$ cat config.mk
export PLATFORM = sky130hd
export DESIGN_NAME = image_writer
export DESIGN_NICKNAME = d
export VERILOG_FILES = /design/src/rtl/image_writer.sv
export SDC_FILE = /design/constraint.sdc
export NUM_CORES = 1
export LEC_CHECK = 0
export BUFFER_PORTS_ARGS = -buffer_cell sky130_fd_sc_hd__buf_2
export CORE_ASPECT_RATIO = 1.1
export CORE_UTILIZATION = 45
export CTS_BUF_LIST = sky130_fd_sc_hd__clkbuf_8 sky130_fd_sc_hd__clkbuf_16
export CTS_CLUSTER_DIAMETER = 60
export CTS_CLUSTER_SIZE = 10
export DETAILED_ROUTE_END_ITERATION = 10
export PLACE_DENSITY_LB_ADDON = 0.1
export SETUP_SLACK_MARGIN = 0.15
export SYNTH_ARGS = -nofsm -noshare
export SYNTH_HDL_FRONTEND = slang
export SYNTH_SLANG_ARGS = --single-unit
$ cat constraint.sdc
create_clock -name clock -period 1.75 [get_ports clock]
set_input_delay 0.175 -clock clock [delete_from_list [all_inputs] [get_ports clock]]
set_output_delay 0.175 -clock clock [all_outputs]
set_load 0.005 [all_outputs]
$ cat src/rtl/image_writer.sv
// Frame capture stage: accepts one frame of pixels on a valid/ready stream and
// writes it sequentially into image memory from address 0, checking frame length.
module image_writer #(
    parameter int BIT_DEPTH  = 8,
    parameter int ADDR_WIDTH = 17,
    parameter int MEM_SIZE   = 76800
) (
    input  logic                  clock,
    input  logic                  reset,
    input  logic                  start,
    output logic                  busy,
    output logic                  done,
    output logic                  error,
    output logic [ADDR_WIDTH:0]   pixelCount,
    input  logic                  inValid,
    output logic                  inReady,
    input  logic [BIT_DEPTH-1:0]  inData,
    input  logic                  inLast,
    output logic                  writeEnable,
    output logic [ADDR_WIDTH-1:0] writeAddr,
    output logic [BIT_DEPTH-1:0]  writeData
);

    typedef enum logic [1:0] {
        ST_IDLE   = 2'd0,
        ST_WRITE  = 2'd1,
        ST_FINISH = 2'd2
    } state_t;

    localparam logic [ADDR_WIDTH-1:0] LAST_ADDR = ADDR_WIDTH'(MEM_SIZE - 32'sd1);
    localparam logic [ADDR_WIDTH-1:0] ADDR_INC  = ADDR_WIDTH'(32'd1);
    localparam logic [ADDR_WIDTH:0]   COUNT_INC = (ADDR_WIDTH + 1)'(32'd1);

    state_t                state_r;
    state_t                state_s;
    logic                  beat_s;
    logic                  at_end_s;
    logic                  frame_end_s;
    logic                  frame_err_s;
    logic                  capture_start_s;

    logic [ADDR_WIDTH-1:0] pixel_addr_r;
    logic [ADDR_WIDTH:0]   pixel_count_r;
    logic                  busy_r;
    logic                  done_r;
    logic                  error_r;
    logic                  in_ready_r;
    logic                  write_enable_r;
    logic [ADDR_WIDTH-1:0] write_addr_r;
    logic [BIT_DEPTH-1:0]  write_data_r;

    // State register
    always_ff @(posedge clock or negedge reset) begin
        if (!reset) begin
            state_r <= ST_IDLE;
        end else begin
            state_r <= state_s;
        end
    end

    // Next-state decode and frame-end classification on the accepted beat
    always_comb begin
        state_s         = state_r;
        at_end_s        = (pixel_addr_r == LAST_ADDR);
        beat_s          = (state_r == ST_WRITE) && inValid;
        capture_start_s = (state_r == ST_IDLE) && start;
        frame_end_s     = 1'b0;
        frame_err_s     = 1'b0;
        case (state_r)
            ST_IDLE: begin
                if (start) begin
                    state_s = ST_WRITE;
                end else begin
                    state_s = ST_IDLE;
                end
            end
            ST_WRITE: begin
                // A full frame must end exactly on its last address; any other ending is an error
                if (beat_s && (at_end_s || inLast)) begin
                    frame_end_s = 1'b1;
                    frame_err_s = at_end_s ^ inLast;
                    state_s     = ST_FINISH;
                end else begin
                    state_s = ST_WRITE;
                end
            end
            ST_FINISH: begin
                state_s = ST_IDLE;
            end
            default: begin
                state_s = ST_IDLE;
            end
        endcase
    end

    // Status flags, decoded one cycle early so they align with the state register
    always_ff @(posedge clock or negedge reset) begin
        if (!reset) begin
            busy_r     <= 1'b0;
            in_ready_r <= 1'b0;
            done_r     <= 1'b0;
            error_r    <= 1'b0;
        end else begin
            busy_r     <= (state_s == ST_WRITE);
            in_ready_r <= (state_s == ST_WRITE);
            done_r     <= frame_end_s;
            if (capture_start_s) begin
                error_r <= 1'b0;
            end else if (frame_err_s) begin
                error_r <= 1'b1;
            end else begin
                error_r <= error_r;
            end
        end
    end

    // Pixel address/count and the registered memory write port
    always_ff @(posedge clock or negedge reset) begin
        if (!reset) begin
            pixel_addr_r   <= '0;
            pixel_count_r  <= '0;
            write_enable_r <= 1'b0;
            write_addr_r   <= '0;
            write_data_r   <= '0;
        end else begin
            write_enable_r <= beat_s;
            if (capture_start_s) begin
                pixel_addr_r  <= '0;
                pixel_count_r <= '0;
            end else if (beat_s) begin
                write_addr_r  <= pixel_addr_r;
                write_data_r  <= inData;
                pixel_count_r <= pixel_count_r + COUNT_INC;
                // Hold on the last address so the pointer can never wrap
                if (!at_end_s) begin
                    pixel_addr_r <= pixel_addr_r + ADDR_INC;
                end else begin
                    pixel_addr_r <= pixel_addr_r;
                end
            end else begin
                pixel_addr_r  <= pixel_addr_r;
                pixel_count_r <= pixel_count_r;
            end
        end
    end

    assign busy        = busy_r;
    assign done        = done_r;
    assign error       = error_r;
    assign pixelCount  = pixel_count_r;
    assign inReady     = in_ready_r;
    assign writeEnable = write_enable_r;
    assign writeAddr   = write_addr_r;
    assign writeData   = write_data_r;

endmodule

==> parameters.txt, run 1 <==
Parameter                              Value

Worst setup path
  Sort of element at the start of the critical path ... flip-flop
  Worst setup path category ... reg -> reg
  Kind of capture point of the worst setup path ... flip-flop
  Crit path DAT ... approximately 1.9 ns
  Register-to-register path setup slack ... around 0.11 ns
  Largest fanout of any net on the critical path ... 5
  Worst reg-to-reg path cell count ... 5
  Required time reported for the critical path endpoint ... 2.01 ns
  Capture instance of the worst register-to-register path ... pixel_addr_r[8]
  Startpoint of the worst register-to-register path ... pixel_addr_r[1]

Final layout
  Count of antenna diodes in the layout ... 0
  Post-synthesis to final-layout area growth ... 32.1%
  Fillcell total ... approximately 560
  Final core utilization ... 0.623
  Count of nets after finishing ... 420
  Fraction of final layout cells sized beyond drive strength 1 ... 0.347
  Area of all placed cells without fillers ... 0.00390 mm²

Min path
  Hold worst-path end ... writeData[5]
  Instance count along the most critical hold path ... 3
  Worst hold-check path type ... in -> reg
  Hold Path Origin ... inData[5]

Logic synthesis
  Count of cell types in the netlist ... 43
  Post-synth design cell area ... 0.00295 mm²
  Synth area leaders ... sky130_fd_sc_hd__dfrtp_1 (55%), sky130_fd_sc_hd__nand2_1 (12%), sky130_fd_sc_hd__xor2_1 (4.4%)
  Cell count after synthesis ... just over 300
  Synthesized netlist net count ... 320
  Post-synth top area share ... 0.551
  Flip-flop and latch count after synthesis ... 65
  Proportion of synthesized chip area in sequential cells ... 0.551
  Most numerous cell types in the synthesized netlist ... sky130_fd_sc_hd__nand2_1 (94), sky130_fd_sc_hd__dfrtp_1 (65), sky130_fd_sc_hd__nor2_1 (31)
  Post-synth EDFFs ... 0
  Area leader, netlist ... sky130_fd_sc_hd__dfrtp_1
  Synth Flop Type ... sky130_fd_sc_hd__dfrtp_1
  Most common cell in the netlist ... sky130_fd_sc_hd__nand2_1
  FFs w/ async S/R, synth ... 1.00
  Total number of yosys warnings ... 0
  Syn avg cell area ... 9.72 µm²

Clock network
  Number of buffers on the longest clock path ... 2
  Number of CTS-inserted buffers ... 9
  Clock tree from TritonCTS ... built
  Buffer cell driving the clock tree root ... sky130_fd_sc_hd__clkbuf_8
  H-tree depth ... 3
  # clock sinks ... between 60 and 70
  Later-pin clock latency in the skew report ... roughly 0.34 ns
  Clk pin slew, worst setup/hold paths ... roughly 0.07 ns

Global route
  Global router's overall resource usage ... 0.214
  Maximum number of pins on one net before global-route repair ... between 60 and 70
  Antenna violations before repair ... 0
  Remaining global-route overflow ... 0
  Via count of the first global-routing pass ... 2416
  Global-route wire length before repair ... 11.2 mm

Placement
  Last weighted congestion value of the routability-driven placer ... 0.788
  Instance area after placement ... about 0.0035 mm²
  Final HPWL from detailed placement ... 4.33 mm
  Number of buffers added on ports ... 60

STA
  Final setup skew ... about 0.0074 ns
  Slew of the pin with the lowest slew margin ... ~0.40 ns
  Number of max-slew violations in the final report ... 0
  Slew margin rel. ... 0.734
  Final count of hold timing violations ... 0
  Max Clk Rate ... slightly above 0.6 GHz
  Period minus WS final ... 1.64 ns
  Minimum hold slack ... ~0.021 ns
  Share of the clock period used by the worst path ... 0.936
  Final Setup Violations ... 0
  RSZ-0062 raised after global routing ... yes

Detailed routing
  Initial detailed-routing violation count ... about 130
  Total length of routed wires ... roughly 6.5 mm
  TritonRoute pass-1 iters ... 4
  Post-DR vias/cell ... slightly below 5
  Routed length per instance ... 13.3 µm
  Residual antenna-violating net count after detailed routing ... 0
  Total DRC errors in the routed layout ... 0
  Number of vias in the routed layout ... 2429

Pwr
  Fraction of power spent switching nets ... 0.315
  Part of the power in registers ... 0.463
  Cell-internal power ... 2.73 mW
  Total chip power ... roughly 4 mW
  Combinational group share of total power ... 0.259
  Clock group share of total power ... 0.278
  Largest voltage drop on the vdd net ... approximately 0.58 mV
  Static leakage ... between 2 and 2.5 nW
  PD cells ... a little over 1000 mW/mm²
  NetSw ... 1.26 mW

Die
  Initial cell density of the core ... 0.471
  Standard cell core area ... around 0.0063 mm²
  Die height ... 87.0 µm
  Top Ports ... 61
  Total number of placement rows ... 30
  Die Wd ... slightly below 80 µm
  Total die area ... around 0.0069 mm²

Run status
  Outcome ... complete, no violations

Flow run
  Max_cap viols ... 0
==> area by class of cell <==
cell class | instances | area, µm² | area share
Inverter | 2 | 11.3 | 0.00289
Multi-Input combinational cell | 225 | 1340 | 0.342
Clock inverter | 5 | 22.5 | 0.00577
Timing Repair Buffer | 101 | 654 | 0.168
Sequential cell | 65 | 1630 | 0.417
Tap cell | 80 | 100 | 0.0256
Clock buffer | 11 | 151 | 0.0388
==> what timing repair did <==
item / in CTS / in global routing
buffers inserted: 9 / 4
hold buffers: 1 / 0
pin swaps: 7 / 22
resized for setup: 5 / 17
endpoints found under the setup margin: 16 / 32
endpoints found under the hold margin: 65 / 0
==> cells by family (layout without fill, tap and decap cells) <==
family	Yosys count	in the layout	share of synthesized area
AND/OR/NAND/NOR	172	172	0.277
flip-flops	65	65	0.551
AO/OA/AOI/OAI	25	25	0.0597
XOR/XNOR	23	23	0.0682
buffers and inverters	14	119	0.0246
adder cells (fa/ha/maj)	3	3	0.0127
multiplexers	2	2	0.00678
==> power by group through the flow <==
stage / logic, mW / clock network, mW / registers, mW
3_3_place_gp: 0.938 / 0 / 1.87
2_1_floorplan: 0.490 / 0 / 1.90
6_report: 1.03 / 1.11 / 1.85
3_5_place_dp: 0.947 / 0 / 1.87
5_1_grt: 1.16 / 1.21 / 1.87
4_1_cts: 0.994 / 1.14 / 1.84
==> through the flow <==
stage	setup TNS, ns	std cells	setup slack, ns
after floorplan	-0.0228	304	-0.0205
after global placement	0	459	0.0762
after detailed placement	0	459	0.0603
after CTS	0	485	0.0862
after global routing	0	489	0.0352
final	0	489	0.112
==> flip-flops by register name, summed over array words and instances (netlist names) <==
name,flops
pixelCount,18
pixel_addr_r,17
writeAddr,17
writeData,8
done,1
error,1
inReady,1
state_r,1
writeEnable,1
==> critical path, cell delays in order, from the launching register on <==
cell	delay, ns
sky130_fd_sc_hd__dfrtp_1	0.36
sky130_fd_sc_hd__ha_2	0.18
sky130_fd_sc_hd__nand4_1	0.12
sky130_fd_sc_hd__or3_4	0.46
sky130_fd_sc_hd__or3_1	0.32
sky130_fd_sc_hd__a21oi_1	0.12
==> cell usage in the layout (no fill, tap or decap), drive strengths merged, types with 3 or more instances in the layout <==
master,synthesis,routed
nand4,6,6
inv,1,3
buf,7,100
and3,3,3
nor2,31,31
o21ai,11,11
a21oi,4,4
nor3b,3,3
clkbuf,5,11
nand3,14,14
dfrtp,65,65
nand2,94,94
nor4,3,3
xor2,15,15
ha,3,3
xnor2,8,8
and4,4,4
clkinv,1,3
==> per-layer routing <==
metal,vias to the layer above,share of wire,GRT usage
met4,0,0.021,0.114
li1,1224,-,-
met1,1147,0.46,0.257
met5,-,0,0
met2,46,0.49,0.356
met3,12,0.037,0.0482
==> worst max-delay path by stage <==
| stage | start | to | slack (ns) | depth (start not counted) |
|---|---|---|---|---|
| 2_1_floorplan | pixel_addr_r[0] | pixel_addr_r[8] | -0.02 | 5 |
| 6_report | pixel_addr_r[1] | pixel_addr_r[8] | 0.11 | 5 |
| 3_3_place_gp | pixel_addr_r[1] | pixel_addr_r[10] | 0.08 | 6 |
| 4_1_cts | pixel_addr_r[0] | pixel_addr_r[8] | 0.09 | 5 |
| 3_5_place_dp | pixel_addr_r[1] | pixel_addr_r[8] | 0.06 | 5 |
| 5_1_grt | pixel_addr_r[1] | pixel_addr_r[7] | 0.04 | 8 |
No activity file was read; power rests on OpenSTA's default activity.
==> run 2, diff against run 1 <==
==> constraint.sdc (replaced) <==
create_clock -name clock -period 1.4 [get_ports clock]
set_input_delay 0.14 -clock clock [delete_from_list [all_inputs] [get_ports clock]]
set_output_delay 0.14 -clock clock [all_outputs]
set_load 0.005 [all_outputs]
==> parameters.txt, run 2 (synthesis results as in run 1) <==
Parameter                              Value

Die
  Die Wd ... 79.3 µm (unchanged)
  Die height ... 87.0 µm (unchanged)
  Total number of placement rows ... 30 (unchanged)
  Total die area ... 0.00689 mm² (unchanged)
  Initial cell density of the core ... 0.471 (unchanged)
  Standard cell core area ... 0.00627 mm² (unchanged)
  Top Ports ... 61 (unchanged)

STA
  Max Clk Rate ... 0.585 GHz (-4.3%)
  Share of the clock period used by the worst path ... 1.22 (+0.286)
  Slew of the pin with the lowest slew margin ... 0.351 ns (-0.0443 ns)
  Number of max-slew violations in the final report ... 0 (unchanged)
  Final Setup Violations ... 46 (+46)
  Final count of hold timing violations ... 0 (unchanged)
  Period minus WS final ... 1.71 ns (+0.0728 ns)
  Slew margin rel. ... 0.764 (+0.0298)
  Final worst-path setup slack ... -0.311 ns (-0.423 ns)
  Final setup skew ... 0.00937 ns (+0.00196 ns)
  RSZ-0062 raised after global routing ... yes

Global route
  Antenna violations before repair ... 0 (unchanged)
  Remaining global-route overflow ... 0 (unchanged)
  Global-route wire length before repair ... 12.5 mm (+12%)
  Maximum number of pins on one net before global-route repair ... 66 (unchanged)
  Global router's overall resource usage ... 0.242 (+0.0289)
  Via count of the first global-routing pass ... 2638 (+9.2%)

Pwr
  Static leakage ... 2.63 nW (+29%)
  Fraction of power spent switching nets ... 0.325 (+0.0104)
  Combinational group share of total power ... 0.405 (+0.146)
  PD cells ... 1290 mW/mm² (+27%)
  Clock group share of total power ... 0.237 (-0.041)
  Total chip power ... 6.53 mW (+64%)
  Largest voltage drop on the vdd net ... 0.961 mV (+67%)
  Cell-internal power ... 4.40 mW (+61%)
  NetSw ... 2.12 mW (+69%)
  Part of the power in registers ... 0.358 (-0.105)

Worst setup path
  Capture instance of the worst register-to-register path ... pixel_addr_r[14]
  Slowest CP cell ... sky130_fd_sc_hd__or3_4
  Kind of cell with the highest combined delay on the critical path ... simple AND/OR/NAND/NOR gates
  Total buffers and inverters traversed by the critical path ... 0 (unchanged)
  Worst reg-to-reg path cell count ... 6 (+1)
  Largest fanout of any net on the critical path ... 5 (unchanged)
  Kind of capture point of the worst setup path ... flip-flop
  Worst setup path category ... reg -> reg
  Required time reported for the critical path endpoint ... 1.63 ns (-0.38 ns)
  Startpoint of the worst register-to-register path ... pixel_addr_r[0]
  Register-to-register path setup slack ... -0.31 ns (-0.42 ns)
  Biggest cell delay along the critical path ... 0.40 ns (-0.06 ns)
  Sort of element at the start of the critical path ... flip-flop
  Cells traversed along the worst timing path ... ha_2 > nand4_1 > or3_4 > nor3b_2 > xnor2_1 > nor2_1
  Crit path DAT ... 1.94 ns (+0.04 ns)

Clock network
  H-tree depth ... 3 (unchanged)
  Clock tree from TritonCTS ... built
  # clock sinks ... 65 (unchanged)
  Later-pin clock latency in the skew report ... 0.34 ns (about the same)
  Number of CTS-inserted buffers ... 9 (unchanged)
  Number of buffers on the longest clock path ... 2 (unchanged)
  Buffer cell driving the clock tree root ... sky130_fd_sc_hd__clkbuf_8
  Clk pin slew, worst setup/hold paths ... 0.07 ns (about the same)

Detailed routing
  Total length of routed wires ... 8.96 mm (+38%)
  Total DRC errors in the routed layout ... 0 (unchanged)
  Routed length per instance ... 16.3 µm (+23%)
  Number of vias in the routed layout ... 2898 (+19%)
  Residual antenna-violating net count after detailed routing ... 0 (unchanged)
  Post-DR vias/cell ... 5.27 (+6.1%)
  Initial detailed-routing violation count ... 132 (-1.5%)
  TritonRoute pass-1 iters ... 4 (unchanged)

Final layout
  Count of antenna diodes in the layout ... 0 (unchanged)
  Count of nets after finishing ... 481 (+15%)
  Commonest cells after routing, fill and taps aside ... sky130_fd_sc_hd__dfrtp_1 (62), sky130_fd_sc_hd__buf_2 (58), sky130_fd_sc_hd__nand2_1 (53)
  Most common cell after layout, fill and taps aside ... sky130_fd_sc_hd__dfrtp_1
  Fraction of final layout cells sized beyond drive strength 1 ... 0.566 (+0.219)
  Area of all placed cells without fillers ... 0.00504 mm² (+29%)
  Post-synthesis to final-layout area growth ... 70.8%
  Final core utilization ... 0.805 (+0.182)
  Max reg flops ... 18 (unchanged)
  Fillcell total ... 380 (-33%)

Placement
  Final HPWL from detailed placement ... 4.58 mm (+5.8%)
  Number of buffers added on ports ... 60 (unchanged)
  Instance area after placement ... 0.00381 mm² (+7.9%)
  Last weighted congestion value of the routability-driven placer ... 0.806 (+2.3%)

Min path
  Instance count along the most critical hold path ... 3 (unchanged)
  Worst hold-check path type ... in -> reg
  Hold worst-path end ... writeData[6]
  Hold Path Origin ... inData[6]

Run status
  Outcome ... complete, but fails checks
  Violations in the final reports ... negative setup slack

Flow run
  Max_cap viols ... 0 (unchanged)
[run 2: cell count changes in the layout (fill, tap and decap cells not counted), moves of 8 or more]
| cell | delta |
|---|---|
| sky130_fd_sc_hd__nor2_1 | -10 |
| sky130_fd_sc_hd__buf_4 | +18 |
| sky130_fd_sc_hd__o21ai_0 | -10 |
| sky130_fd_sc_hd__nand3_1 | -8 |
| sky130_fd_sc_hd__buf_6 | +27 |
| sky130_fd_sc_hd__o21ai_1 | +9 |
| sky130_fd_sc_hd__nand2_1 | -41 |
| sky130_fd_sc_hd__nand2_2 | +28 |
| sky130_fd_sc_hd__nand2_4 | +13 |
[run 2: what timing repair did]
action	CTS	global route
setup buffers	14	22
endpoints found under the hold margin	71	0
pin swaps	76	52
setup endpoints to repair	59	65
hold buffers	7	0
resized for setup	85	64
gates cloned	5	0
[run 2: stage by stage]
stage	instances	setup TNS, ns	hold slack (ns)	setup slack [ns]
after floorplan	304	-2.74	-0.156	-0.370
after global placement	486	-3.04	0.185	-0.254
after detailed placement	486	-3.82	0.184	-0.286
after CTS	528	-3.58	0.00185	-0.241
after global routing	550	-9.22	0.0256	-0.374
final	550	-6.36	0.0189	-0.311
[run 2: worst max-delay path by stage]
stage | slack [ns] | to | cells past startpoint | start
after floorplan | -0.37 | pixel_addr_r[8] | 5 | pixel_addr_r[0]
after global placement | -0.25 | pixel_addr_r[10] | 6 | pixel_addr_r[1]
after detailed placement | -0.29 | pixel_addr_r[10] | 6 | pixel_addr_r[1]
after CTS | -0.24 | pixel_addr_r[8] | 5 | pixel_addr_r[0]
after global routing | -0.37 | error | 9 | pixel_addr_r[0]
final | -0.31 | pixel_addr_r[14] | 6 | pixel_addr_r[0]
[run 2: power groups by stage]
| stage | clock, mW | sequential [mW] | combinational [mW] |
|---|---|---|---|
| floorplan | 0 | 2.38 | 0.722 |
| global placement | 0 | 2.31 | 1.40 |
| detailed placement | 0 | 2.32 | 1.44 |
| CTS | 1.57 | 2.31 | 2.21 |
| global route | 1.63 | 2.36 | 2.81 |
| finish | 1.55 | 2.34 | 2.64 |
[run 2: tightest hold or removal path, cell delays in order]
cell and delay [ns]:
sky130_fd_sc_hd__buf_2 0.10, sky130_fd_sc_hd__nand2_4 0.05, sky130_fd_sc_hd__nand2_2 0.04
[run 2: routing by layer]
layer | share of wire | routed length, µm | track usage
met1 | 0.40 | 3590 | 0.293
met2 | 0.52 | 4680 | 0.407
met3 | 0.050 | 450 | 0.0513
met4 | 0.027 | 244 | 0.127
met5 | 0 | 0 | 0
[run 2: area by class of cell]
class	instances	area, µm²	area share
well taps	80	100	0.0198
clock inverters	6	51.3	0.0102
multi-input cells	226	1730	0.342
inverters	2	20.0	0.00397
repair buffers	161	1380	0.273
clock buffers	10	138	0.0273
flip-flops and latches	65	1630	0.323
==> run 3, diff against run 2 <==
--- a/config.mk
+++ b/config.mk
@@ -7,7 +7,7 @@
 export LEC_CHECK = 0
 export BUFFER_PORTS_ARGS = -buffer_cell sky130_fd_sc_hd__buf_2
 export CORE_ASPECT_RATIO = 1.1
-export CORE_UTILIZATION = 45
+export CORE_UTILIZATION = 49
 export CTS_BUF_LIST = sky130_fd_sc_hd__clkbuf_8 sky130_fd_sc_hd__clkbuf_16
 export CTS_CLUSTER_DIAMETER = 60
 export CTS_CLUSTER_SIZE = 10
==> parameters.txt, run 3 (synthesis results as in run 1) <==
Parameter                              Value

Run status
  Outcome ... complete, but fails checks
  Violations in the final reports ... negative setup slack

STA
  Period minus WS final ... 1.93 ns (+0.222 ns)
  Max Clk Rate ... 0.517 GHz (-12%)
  Slew margin rel. ... 0.749 (-0.0146)
  Final worst-path setup slack ... -0.533 ns (-0.222 ns)
  RSZ-0062 raised after global routing ... yes
  Final count of hold timing violations ... 0 (unchanged)
  Final Setup Violations ... 65 (+41%)
  Final setup skew ... 0.0125 ns (+0.00312 ns)
  Share of the clock period used by the worst path ... 1.38 (+0.159)
  Number of max-slew violations in the final report ... 0 (unchanged)
  Minimum hold slack ... 0.235 ns (+0.216 ns)
  Slew of the pin with the lowest slew margin ... 0.372 ns (+0.0211 ns)

Clock network
  Later-pin clock latency in the skew report ... 0.35 ns (about the same)
  Number of CTS-inserted buffers ... 9 (unchanged)
  Clk pin slew, worst setup/hold paths ... 0.08 ns (about the same)
  Number of buffers on the longest clock path ... 2 (unchanged)
  Buffer cell driving the clock tree root ... sky130_fd_sc_hd__clkbuf_8
  H-tree depth ... 3 (unchanged)
  Clock tree from TritonCTS ... built
  # clock sinks ... 65 (unchanged)

Placement
  Final HPWL from detailed placement ... 4.42 mm (-3.6%)
  Cell total after placement ... 483 (-0.62%)
  Last weighted congestion value of the routability-driven placer ... 0.799 (-0.97%)
  Instance area after placement ... 0.00382 mm² (+0.23%)
  Number of buffers added on ports ... 60 (unchanged)

Detailed routing
  Residual antenna-violating net count after detailed routing ... 0 (unchanged)
  Initial detailed-routing violation count ... 395 (+200%)
  Routed length per instance ... 20.9 µm (+28%)
  Number of vias in the routed layout ... 3187 (+10%)
  Total DRC errors in the routed layout ... 0 (unchanged)
  Post-DR vias/cell ... 5.62 (+6.7%)
  Total length of routed wires ... 11.9 mm (+32%)
  TritonRoute pass-1 iters ... 5 (+1)

Worst setup path
  Worst setup path category ... reg -> reg
  Largest fanout of any net on the critical path ... 5 (unchanged)
  Cells traversed along the worst timing path ... ha_2 > nand4_1 > or3_4 > or3_1 > a21oi_1
  Biggest cell delay along the critical path ... 0.48 ns (+0.08 ns)
  Worst setup path end ... pixel_addr_r[8]
  Crit path DAT ... 2.16 ns (+0.22 ns)
  Kind of capture point of the worst setup path ... flip-flop
  Sort of element at the start of the critical path ... flip-flop
  Capture instance of the worst register-to-register path ... pixel_addr_r[8]
  Startpoint of the most critical setup path ... pixel_addr_r[1]
  Worst reg-to-reg path cell count ... 5 (-1)
  Register-to-register path setup slack ... -0.53 ns (-0.22 ns)
  Startpoint of the worst register-to-register path ... pixel_addr_r[1]
  Slowest CP cell ... sky130_fd_sc_hd__or3_4
  Required time reported for the critical path endpoint ... 1.63 ns (about the same)

Flow run
  Max_cap viols ... 0 (unchanged)

Pwr
  Largest voltage drop on the vdd net ... 1.29 mV (+35%)
  Static leakage ... 2.75 nW (+4.4%)
  PD cells ... 1370 mW/mm² (+6.2%)

Final layout
  Count of antenna diodes in the layout ... 0 (unchanged)
  Most common cell after layout, fill and taps aside ... sky130_fd_sc_hd__dfrtp_1
  Post-synthesis to final-layout area growth ... 81.2%
  Number of cells in the finished layout apart from fillers ... 567 (+3.1%)
  Count of nets after finishing ... 501 (+4.2%)
  Fraction of final layout cells sized beyond drive strength 1 ... 0.598 (+0.0320)
  Commonest cells after routing, fill and taps aside ... sky130_fd_sc_hd__dfrtp_1 (65), sky130_fd_sc_hd__buf_2 (59), sky130_fd_sc_hd__buf_4 (54)
  Area of all placed cells without fillers ... 0.00535 mm² (+6.1%)
  Max reg flops ... 18 (unchanged)

Die
  Total die area ... 0.00634 mm² (-8.0%)
  Die height ... 83.4 µm (-4.1%)
  Top Ports ... 61 (unchanged)
  Standard cell core area ... 0.00581 mm² (-7.4%)
  Initial cell density of the core ... 0.509 (+0.0376)
  Die Wd ... 76.0 µm (-4.1%)
  Total number of placement rows ... 29 (-3.3%)

Global route
  Via count of the first global-routing pass ... 3088 (+17%)
  Global-route wire length before repair ... 15.9 mm (+27%)
  Maximum number of pins on one net before global-route repair ... 66 (unchanged)
  Antenna violations before repair ... 0 (unchanged)
  Remaining global-route overflow ... 0 (unchanged)
  Global router's overall resource usage ... 0.331 (+0.0884)

Min path
  Worst hold-check path type ... in -> reg
  Instance count along the most critical hold path ... 4 (+1)
[run 3: changes by cell type in the layout (fill, tap and decap cells not counted), moves of 3 or more]
cell / delta
sky130_fd_sc_hd__buf_12: +3
sky130_fd_sc_hd__buf_16: +3
sky130_fd_sc_hd__buf_4: +3
sky130_fd_sc_hd__buf_6: +7
sky130_fd_sc_hd__dfrtp_1: +3
sky130_fd_sc_hd__dfrtp_2: -3
sky130_fd_sc_hd__nand2_1: -4
sky130_fd_sc_hd__nand2_2: +5
[run 3: through the flow]
stage                     power (mW)  TNS [ns]  setup WS [ns]  utilization
after floorplan                 3.10     -2.74         -0.370            -
after global placement          3.75     -5.65         -0.218        0.658
after detailed placement        3.79     -6.30         -0.270        0.658
after CTS                       6.82     -6.66         -0.217        0.861
after global routing            7.60    -17.84         -0.562        0.922
final                           7.36    -14.64         -0.533        0.922
[run 3: layout make-up]
cell class / count / area (µm²)
Sequential cell: 65 / 1630
Inverter: 2 / 20.0
Clock inverter: 5 / 55.1
Timing Repair Buffer: 180 / 1650
Tap cell: 77 / 96.3
Timing Repair inverter: 1 / 16.3
Fill cell: 210 / 452
Multi-Input combinational cell: 226 / 1740
Clock buffer: 11 / 151
[run 3: worst min-delay path by stage]
| stage | to | slack (ns) | startpoint |
|---|---|---|---|
| floorplan | done | -0.16 | reset |
| global placement | writeData[5] | 0.18 | reset |
| CTS | done | 0.19 | inLast |
| global route | done | 0.24 | inLast |
| detailed placement | writeData[5] | 0.18 | reset |
| finish | done | 0.24 | inLast |
[run 3: repair_timing]
item,in CTS,in global routing
setup endpoints to repair,65,66
hold buffers,9,0
cloned,9,0
endpoints found under the hold margin,73,0
pin swaps,60,42
setup buffers,36,14
gates resized for setup,104,62
[run 3: power by group]
part	switching, mW	leakage [nW]	internal [mW]	total (mW)
sequential	0.207	0.881	2.14	2.34
clock	0.744	0.107	0.913	1.66
combinational	1.53	1.76	1.82	3.36
total	2.48	2.75	4.87	7.36
[run 3: worst max-delay path: cells and delay by family (launching register included)]
| family | cells | cell delay (ns) |
|---|---|---|
| AO/OA/AOI/OAI | 1 | 0.25 |
| adder cells (fa/ha/maj) | 1 | 0.20 |
| flip-flops | 1 | 0.40 |
| AND/OR/NAND/NOR | 3 | 0.98 |
[run 3: metal layers]
metal | GRT usage | wire (µm)
met3 | 0.0637 | 676
met1 | 0.403 | 4540
met2 | 0.575 | 6160
met5 | 0 | 0
met4 | 0.136 | 476
